### config.mk
export PLATFORM = sky130hd
export DESIGN_NAME = processador_core
export DESIGN_NICKNAME = d
export VERILOG_FILES = /design/src/rtl/processador_pkg.sv /design/src/rtl/processador_alu.sv /design/src/rtl/processador_core.sv
export SDC_FILE = /design/constraint.sdc
export NUM_CORES = 1
export LEC_CHECK = 0
export CAP_MARGIN = 20
export CORE_MARGIN = 4
export CORE_UTILIZATION = 55
export CTS_CLUSTER_SIZE = 20
export DETAILED_ROUTE_END_ITERATION = 10
export GPL_TIMING_DRIVEN = 1
export PLACE_DENSITY = 0.8
export SYNTH_ARGS = -nofsm -noshare
export SYNTH_HDL_FRONTEND = slang
export SYNTH_HIERARCHICAL = 1
export SYNTH_SLANG_ARGS = --single-unit
### constraint.sdc
create_clock -name clock -period 6.6 [get_ports clock]
set_clock_uncertainty 0.15 [all_clocks]
set_input_delay 0.66 -clock clock [delete_from_list [all_inputs] [get_ports clock]]
set_output_delay 0.66 -clock clock [all_outputs]
set_load 0.1 [all_outputs]
### src/rtl/processador_pkg.sv
// Shared definitions for the processador multicycle core: opcodes, control
// step encoding and the selector for the single internal datapath bus.
package processador_pkg;

  localparam int DATA_W = 16;
  localparam int NREGS  = 8;

  localparam logic [3:0] OP_MV  = 4'b0000;
  localparam logic [3:0] OP_ADD = 4'b0010;
  localparam logic [3:0] OP_SUB = 4'b0011;
  localparam logic [3:0] OP_AND = 4'b0100;
  localparam logic [3:0] OP_OR  = 4'b0101;
  localparam logic [3:0] OP_XOR = 4'b0110;
  localparam logic [3:0] OP_NOP = 4'b1000;
  localparam logic [3:0] OP_MVI = 4'b1010;

  typedef enum logic [1:0] {
    T0 = 2'd0,
    T1 = 2'd1,
    T2 = 2'd2,
    T3 = 2'd3
  } step_t;

  typedef enum logic [2:0] {
    BUS_ZERO = 3'd0,
    BUS_RX   = 3'd1,
    BUS_RY   = 3'd2,
    BUS_IMM  = 3'd3,
    BUS_G    = 3'd4
  } bus_src_t;

  // Opcodes that run the three-step A/G sequence through the ALU.
  function automatic logic is_alu_op(input logic [3:0] op);
    return (op == OP_ADD) || (op == OP_SUB) || (op == OP_AND) ||
           (op == OP_OR)  || (op == OP_XOR);
  endfunction

endpackage

### src/rtl/processador_alu.sv
// Combinational 16-bit ALU: o_y = i_a <op> i_b, wrapping arithmetic, no flags.
module processador_alu
  import processador_pkg::*;
(
  input  logic [3:0]        i_op,
  input  logic [DATA_W-1:0] i_a,
  input  logic [DATA_W-1:0] i_b,
  output logic [DATA_W-1:0] o_y
);

  // Operation select; non-ALU opcodes produce zero (the result is never stored for them).
  always_comb begin
    o_y = '0;
    case (i_op)
      OP_ADD:  o_y = i_a + i_b;
      OP_SUB:  o_y = i_a - i_b;
      OP_AND:  o_y = i_a & i_b;
      OP_OR:   o_y = i_a | i_b;
      OP_XOR:  o_y = i_a ^ i_b;
      default: o_y = '0;
    endcase
  end

endmodule

### src/rtl/processador_core.sv
// Multicycle 16-bit processor core: eight GPRs, accumulator A, result
// register G, instruction register IR and a fixed four-step control sequence
// sharing a single datapath bus. One instruction is consumed every 4 clocks.
// Note: resetn is active-high despite its name.
module processador_core
  import processador_pkg::*;
(
  input  logic              clock,
  input  logic [DATA_W-1:0] iin,
  input  logic              resetn,
  output logic [DATA_W-1:0] bus
);

  logic [DATA_W-1:0] r_regs [NREGS];
  logic [DATA_W-1:0] r_a;
  logic [DATA_W-1:0] r_g;
  logic [DATA_W-1:0] r_ir;
  step_t             r_step;

  logic [3:0]        w_op;
  logic [2:0]        w_rx;
  logic [2:0]        w_ry;
  logic [DATA_W-1:0] w_imm;
  bus_src_t          w_src;
  logic              w_wr_rx;
  logic              w_wr_a;
  logic              w_wr_g;
  logic [DATA_W-1:0] w_bus_mux;
  logic [DATA_W-1:0] w_alu_y;

  assign w_op  = r_ir[15:12];
  assign w_rx  = r_ir[11:9];
  assign w_ry  = r_ir[8:6];
  assign w_imm = {10'b0, r_ir[5:0]};

  // Control decode: choose the bus source and register enables for the current step.
  always_comb begin
    w_src   = BUS_ZERO;
    w_wr_rx = 1'b0;
    w_wr_a  = 1'b0;
    w_wr_g  = 1'b0;
    case (r_step)
      T1: begin
        if (w_op == OP_MV) begin
          w_src   = BUS_RY;
          w_wr_rx = 1'b1;
        end else if (w_op == OP_MVI) begin
          w_src   = BUS_IMM;
          w_wr_rx = 1'b1;
        end else if (is_alu_op(w_op)) begin
          w_src  = BUS_RX;
          w_wr_a = 1'b1;
        end
      end
      T2: begin
        if (is_alu_op(w_op)) begin
          w_src  = BUS_RY;
          w_wr_g = 1'b1;
        end
      end
      T3: begin
        if (is_alu_op(w_op)) begin
          w_src   = BUS_G;
          w_wr_rx = 1'b1;
        end
      end
      default: ;
    endcase
  end

  // Bus multiplexer; forced to zero while reset is held so an aborted step shows nothing.
  always_comb begin
    w_bus_mux = '0;
    case (w_src)
      BUS_RX:  w_bus_mux = r_regs[w_rx];
      BUS_RY:  w_bus_mux = r_regs[w_ry];
      BUS_IMM: w_bus_mux = w_imm;
      BUS_G:   w_bus_mux = r_g;
      default: w_bus_mux = '0;
    endcase
  end

  assign bus = resetn ? '0 : w_bus_mux;

  processador_alu u_alu (
    .i_op (w_op),
    .i_a  (r_a),
    .i_b  (bus),
    .o_y  (w_alu_y)
  );

  // Step sequencer and instruction capture; IR is loaded only in T0.
  always_ff @(posedge clock) begin
    if (resetn) begin
      r_step <= T0;
      r_ir   <= '0;
    end else begin
      case (r_step)
        T0: begin
          r_ir   <= iin;
          r_step <= T1;
        end
        T1:      r_step <= T2;
        T2:      r_step <= T3;
        default: r_step <= T0;
      endcase
    end
  end

  // Register file, accumulator and ALU result register; reset wins over any pending write.
  always_ff @(posedge clock) begin
    if (resetn) begin
      for (int i = 0; i < NREGS; i++) r_regs[i] <= '0;
      r_a <= '0;
      r_g <= '0;
    end else begin
      if (w_wr_rx) r_regs[w_rx] <= bus;
      if (w_wr_a)  r_a          <= bus;
      if (w_wr_g)  r_g          <= w_alu_y;
    end
  end

endmodule

=== Yosys cells after proc, flatten, opt, wreduce, memory -nomap -nowiden ===
Memories as Yosys holds them, arrays and structs flattened. A register that Yosys moved wholly into a read port is not among the register bits.
Cells that the tools add are included.

* Memories kept: 1
* Logic and storage cells: 60
* Bits in registers: 50
* Memory bits (writable): 128
* Output and inout bits: 16
* Bits of input ports: 18

* Multiplexer cells: 30
* Add/sub/neg operators: 2
* Reductions and logical operators: 7
* Equal/unequal tests: 13
* Bitwise logic cells: 3

{| class="wikitable"
|+ Memory list
! memory !! depth !! width !! rd ports !! clocked after Yosys merged registers in !! write ports !! line !! source
|-
| r_regs || 8 || 16 || 2 || 2 || 8 || processador_core.sv:14 || <nowiki>logic [DATA_W-1:0] r_regs [NREGS];</nowiki>
|}

{| class="wikitable"
|+ Operators by type and width
! kind !! number
|-
| 16-bit one-hot mux with 5 select lines || 1
|-
| 16-bit one-hot mux with 4 select lines || 1
|-
| 16-bit 2-to-1 mux || 2
|-
| 3-bit 2-to-1 mux || 6
|-
| 16-bit adder || 1
|-
| 16-bit AND || 1
|-
| 16-bit OR || 1
|-
| 16-bit OR reduction || 1
|-
| 16-bit subtractor || 1
|-
| 16-bit bitwise XOR || 1
|-
| 1-bit 2-to-1 mux || 14
|-
| 4-bit by 3-bit == test with 1-bit output, second input constant || 3
|-
| 3-bit one-hot mux with 3 select lines || 1
|-
| 4-bit by 2-bit == test with 1-bit output, second input constant || 2
|-
| 3-bit by 2-bit == test with 1-bit output, second input constant || 2
|-
| 2-bit 2-to-1 mux || 3
|-
| 2-bit one-hot mux with 3 select lines || 1
|-
| 2-bit == test, second input constant || 2
|-
| 4-bit == test, second input constant || 1
|-
| 4-bit zero test || 1
|-
| 1-bit logical OR || 4
|-
| 3-bit by 1-bit == test with 1-bit output, second input constant || 1
|-
| 3-bit == test, second input constant || 1
|-
| 2-bit by 1-bit == test with 1-bit output, second input constant || 1
|-
| other kinds (2) || 2
|}

=== Longest topological paths before layout ===
* Depth in word-level cells: 14
* Gate-level depth with buffers: 25
* Depth with buffers taken out: 23

=== Cells and area by module ===
The synthesis kept the hierarchy.

{| class="wikitable"
|+ By module, submodules not included
! module !! sequential area each (µm²) !! area an instance (µm²) !! times used !! cells an instance
|-
| processador_core || 4,964.8 || 9,003.6 || 1 || 723
|-
| processador_alu || 0.0 || 1,936.9 || 1 || 262
|}

=== Worst setup path before layout ===
Ideal clock, no wire load.

* Path kind: reg-to-reg
* From: register r_step[1]
* To: register r_g[15]
* Arrival: 6.228 ns
* Setup slack: 0.090 ns
* Path buffers: 1
* Clock period less this slack: 6.510 ns
* Data required time: 6.318 ns
* Cell stages (with the launch flop): 25
* Setup time: 0.132 ns
* Cells stage by stage: dfxtp_1 > inv_1 > ha_1 > or3b_1 > a211o_1 > and2_1 > a211oi_4 > nand2_1 > clkbuf_1 > nor2_1 > inv_1 > ha_1 > nand2_1 > nor3_1 > a41o_1 > xnor2_1 > ha_1 > nand2_1 > a211oi_1 > o21ai_0 > a31oi_1 > xnor2_1 > o21ai_1 > nand3_1 > a21oi_1

* Cells in the longest elaborated chain, start to end: 7
* Elaborated cells on any way between the ends: 17
* Classes of those cells: add/sub (2); eq/ne (7); mux (5); bitwise (3)

{| class="wikitable"
|+ RTL lines
! item !! line !! source
|-
| start: declaration || processador_core.sv:18 || <nowiki>step_t r_step;</nowiki>
|-
| start signal: assignment || processador_core.sv:95 || <nowiki>r_step <= T0;</nowiki>
|-
| start signal: assignment || processador_core.sv:101 || <nowiki>r_step <= T1;</nowiki>
|-
| start signal: assignment || processador_core.sv:103 || <nowiki>T1: r_step <= T2;</nowiki>
|-
| 2-bit == test / 2-bit by 1-bit == test with 1-bit output (equally long branches) || processador_core.sv:42 || <nowiki>case (r_step)</nowiki>
|-
| 3-bit one-hot mux with 3 select lines (*) || processador_core.sv:42 ||
|-
| 3-bit == test (tied with other cells) || processador_core.sv:74 || <nowiki>case (w_src)</nowiki>
|-
| 16-bit one-hot mux with 4 select lines (*) || processador_core.sv:74 ||
|-
| 16-bit 2-to-1 mux (*) || processador_core.sv:83 || <nowiki>assign bus = resetn ? '0 : w_bus_mux;</nowiki>
|-
| via bus[0] || processador_core.sv:11 || <nowiki>output logic [DATA_W-1:0] bus</nowiki>
|-
| 16-bit subtractor / 16-bit adder (equally long branches) || processador_alu.sv:16, processador_alu.sv:15 ||
|-
| 16-bit one-hot mux with 5 select lines (*) || processador_alu.sv:14 || <nowiki>case (i_op)</nowiki>
|-
| via w_alu_y[15] || processador_core.sv:29 || <nowiki>logic [DATA_W-1:0] w_alu_y;</nowiki>
|-
| end signal: assignment || processador_core.sv:119 || <nowiki>if (w_wr_g) r_g <= w_alu_y;</nowiki>
|-
| end: declaration || processador_core.sv:16 || <nowiki>logic [DATA_W-1:0] r_g;</nowiki>
|}

Mark *: on every way through the listed nets, which the timed path passes. The rest lies on a longest branch.
A chain may end at the register's enable or synchronous reset.

=== Worst setup path after layout ===
* From: register r_step[1]
* To: register r_g[15]

* Cells in the longest elaborated chain, start to end: 7
* Elaborated cells on any way between the ends: 17
* Classes of those cells: add/sub (2); eq/ne (7); mux (5); bitwise (3)

{| class="wikitable"
|+ RTL lines
! item !! line !! source
|-
| 2-bit == test / 2-bit by 1-bit == test with 1-bit output (equally long branches) || processador_core.sv:42 ||
|-
| 3-bit one-hot mux with 3 select lines (*) || processador_core.sv:42 ||
|-
| 3-bit == test (tied with other cells) || processador_core.sv:74 ||
|-
| 16-bit one-hot mux with 4 select lines (*) || processador_core.sv:74 ||
|-
| 16-bit 2-to-1 mux (*) || processador_core.sv:83 ||
|-
| 16-bit subtractor (tied with other cells) || processador_alu.sv:16 || <nowiki>OP_SUB: o_y = i_a - i_b;</nowiki>
|-
| 16-bit one-hot mux with 5 select lines (*) || processador_alu.sv:14 ||
|-
| via w_alu_y[15] || processador_core.sv:29 ||
|}

Marks and branches as above.

==> run metrics <==
status finished clean; largest net degree at the start of global routing 38; final max-slew violation count 0; wire per inst 23.16 um; vias post-DR 8355; unrepaired setup endpoints after global routing false; HPWL after DPL 18930 um; Post-synth top cells nor2_1 (178), edfxtp_1 (128), nand2_1 (75); Remaining Overflow, GRT 0; Synth top area share around a third; crit end category register; hold wc startpoint r_g[3]; worst-margin pin slew ~1.1 ns; ant diodes 0; total power 3486 uW; final core occ between 60% and 70%; total number of yosys warnings 6; DRT Wirelength between 20000 and 30000 um; Req. time, crit path ~6.8 ns; crit-path max FO 10; CTS tree built; PD cells ~290 nW/um2; Die Height between 100 and 150 um; fin cells 1268; port bufs 33; register area about 5000 um2; Yosys reg bits 184; drt first-iter violations 905; Die Span X 149.0 um; layout cells sized above 1 18.34%; clk_lat worst skew 0.44 ns; Leakage between 0.004 and 0.005 uW; Syn Inst Count 985; crit path DAT 6.10 ns; Fill cells 1558; FF-to-FF Start r_step[1]; max-cap viol count 0; Hold Buf Count CTS 0; area leader, netlist edfxtp_1; Synth Cell Area 10940 um2; Worst Setup SP r_step[1]; Initial Util 56.03%; crit path time final around 5.9 ns; Cell Count Post-Placement 1236; Worst Hold Class register to register; Top Ports 34; relative slew slack 27.93%; Vias/cell 6.589; GRT busiest layer met2; CTS buffer count 17; most common cell in the synthesized netlist nor2_1; Max IR drop VDD around 0.2 mV; Die Area between 20000 and 25000 um2; drt drc 0; period utilisation layout around nine tenths; met2 GRT Util about 44%; post-synthesis sequential area ratio 45.38%; crit start category register; Post-synth ARST share 0%; clock transition at the registers of the reported paths 0.07 ns; RePlAce Congestion 0.9135; fin nets 1061; met3 Use GR 6.776%; number of synthesized flops with an enable pin between 100 and 150; initial antenna violation count 0; Rows 51; Syn Area/Cell 11.11 um2; Netlist cell types 67; setup TNS 0 ns; 1st-pass router iterations 6; antenna viol nets, final 0; multi-input logic area 5548 um2; Mapped Nets 1056; grt met1 use 35.11%; top cells by area, synth edfxtp_1 (35%), mux4_2 (13%), dfxtp_1 (10%); Core Region a little under 20000 um2; Overall Global Routing Usage roughly 27%; Primary FF master, synth edfxtp_1; maximum clock insertion buffer count 2; CP Class register to register; setup bufs post-CTS 0; CTS root buffer clkbuf_16; post-cts repair resize count 0; H-Tree Depth 4; vias in the first global route around 8300; first-pass GRT wire length between 40000 and 50000 um; area delta synth->final 10.32%; clk sink count about 180; final hold vios 0; final setup vio count 0; fmax around 170 MHz
[report_power, final]
group / switching, uW / internal [uW] / total, uW
registers: 92.2 / 1310 / 1400
logic: 617 / 466 / 1080
clock network: 448 / 553 / 1000
[stage by stage]
stage          hold WS, ns  worst slack, ns  instance area [um2]
6_report            0.3094           0.7127                12070
3_3_place_gp        0.2967            1.039                11500
5_1_grt             0.3309           0.2696                12070
3_5_place_dp        0.3048           0.8391                11500
4_1_cts             0.3116           0.7930                12070
2_1_floorplan       0.2823          0.09018                10940
[cell usage in the layout, fill, tap and decap left out, drive strengths merged, types with 23 or more instances in the layout]
cell type and instances:
a21oi 40, mux2 23, nor2 178, inv 45, ha 52, dfxtp 56, nand2 75, buf 42
mux4 64, o21ai 32, mux2i 23, edfxtp 128, clkbuf 24
[sequential cells by signal, indices dropped and copies added (netlist names), named ones only]
signal,flops
r_a,16
r_step,2
r_g,16
r_ir,16
r_regs,128
[cell type report]
type,instances,area share (%)
clock buffers,24,4.271
clock inverters,8,0.4769
inverters,41,1.275
multi-input cells,686,45.97
flip-flops and latches,184,41.16
well taps,265,2.747
repair buffers,60,4.105
[routing by layer]
layer  wire length [um]  share of wire [%]
met2              14100                 48
met3               3122                 11
met4                648                2.2
met1              11490                 39
met5                  0                  0
[kinds of logic after synthesis]
logic type	Yosys count	share of synthesized area [%]
flops	184	45.38
mux	110	17.65
xor+xnor	27	2.162
fa+ha+maj	53	6.130
compound gates	159	10.05
simple gates	337	14.56
buf+inv	115	4.071
[final timing paths]
kind	to	slack (ns)	cells after the start
worst min register to register	r_g[3]	0.31	2
worst min-delay path	r_g[3]	0.31	2
worst max-delay path	r_g[15]	0.71	21
worst max register to register	r_g[15]	0.71	21
[critical path, stage by stage, from the launching register on]
cell and delay (ns):
dfxtp_1 0.33, inv_1 0.08, ha_1 0.31, or3b_1 0.41
a211o_1 0.38, and2_1 0.23, a22oi_1 0.48, o221a_2 0.48
nor2_1 0.17, or3_4 0.44, nor3_1 0.45, a31oi_1 0.19
xnor2_1 0.16, ha_1 0.47, a21oi_1 0.15, o21a_1 0.21
o2bb2ai_1 0.13, a31oi_1 0.18, xnor2_1 0.09, o21ai_1 0.12
nand3_1 0.08, a21oi_1 0.12
(Power assumes the default switching activity.)
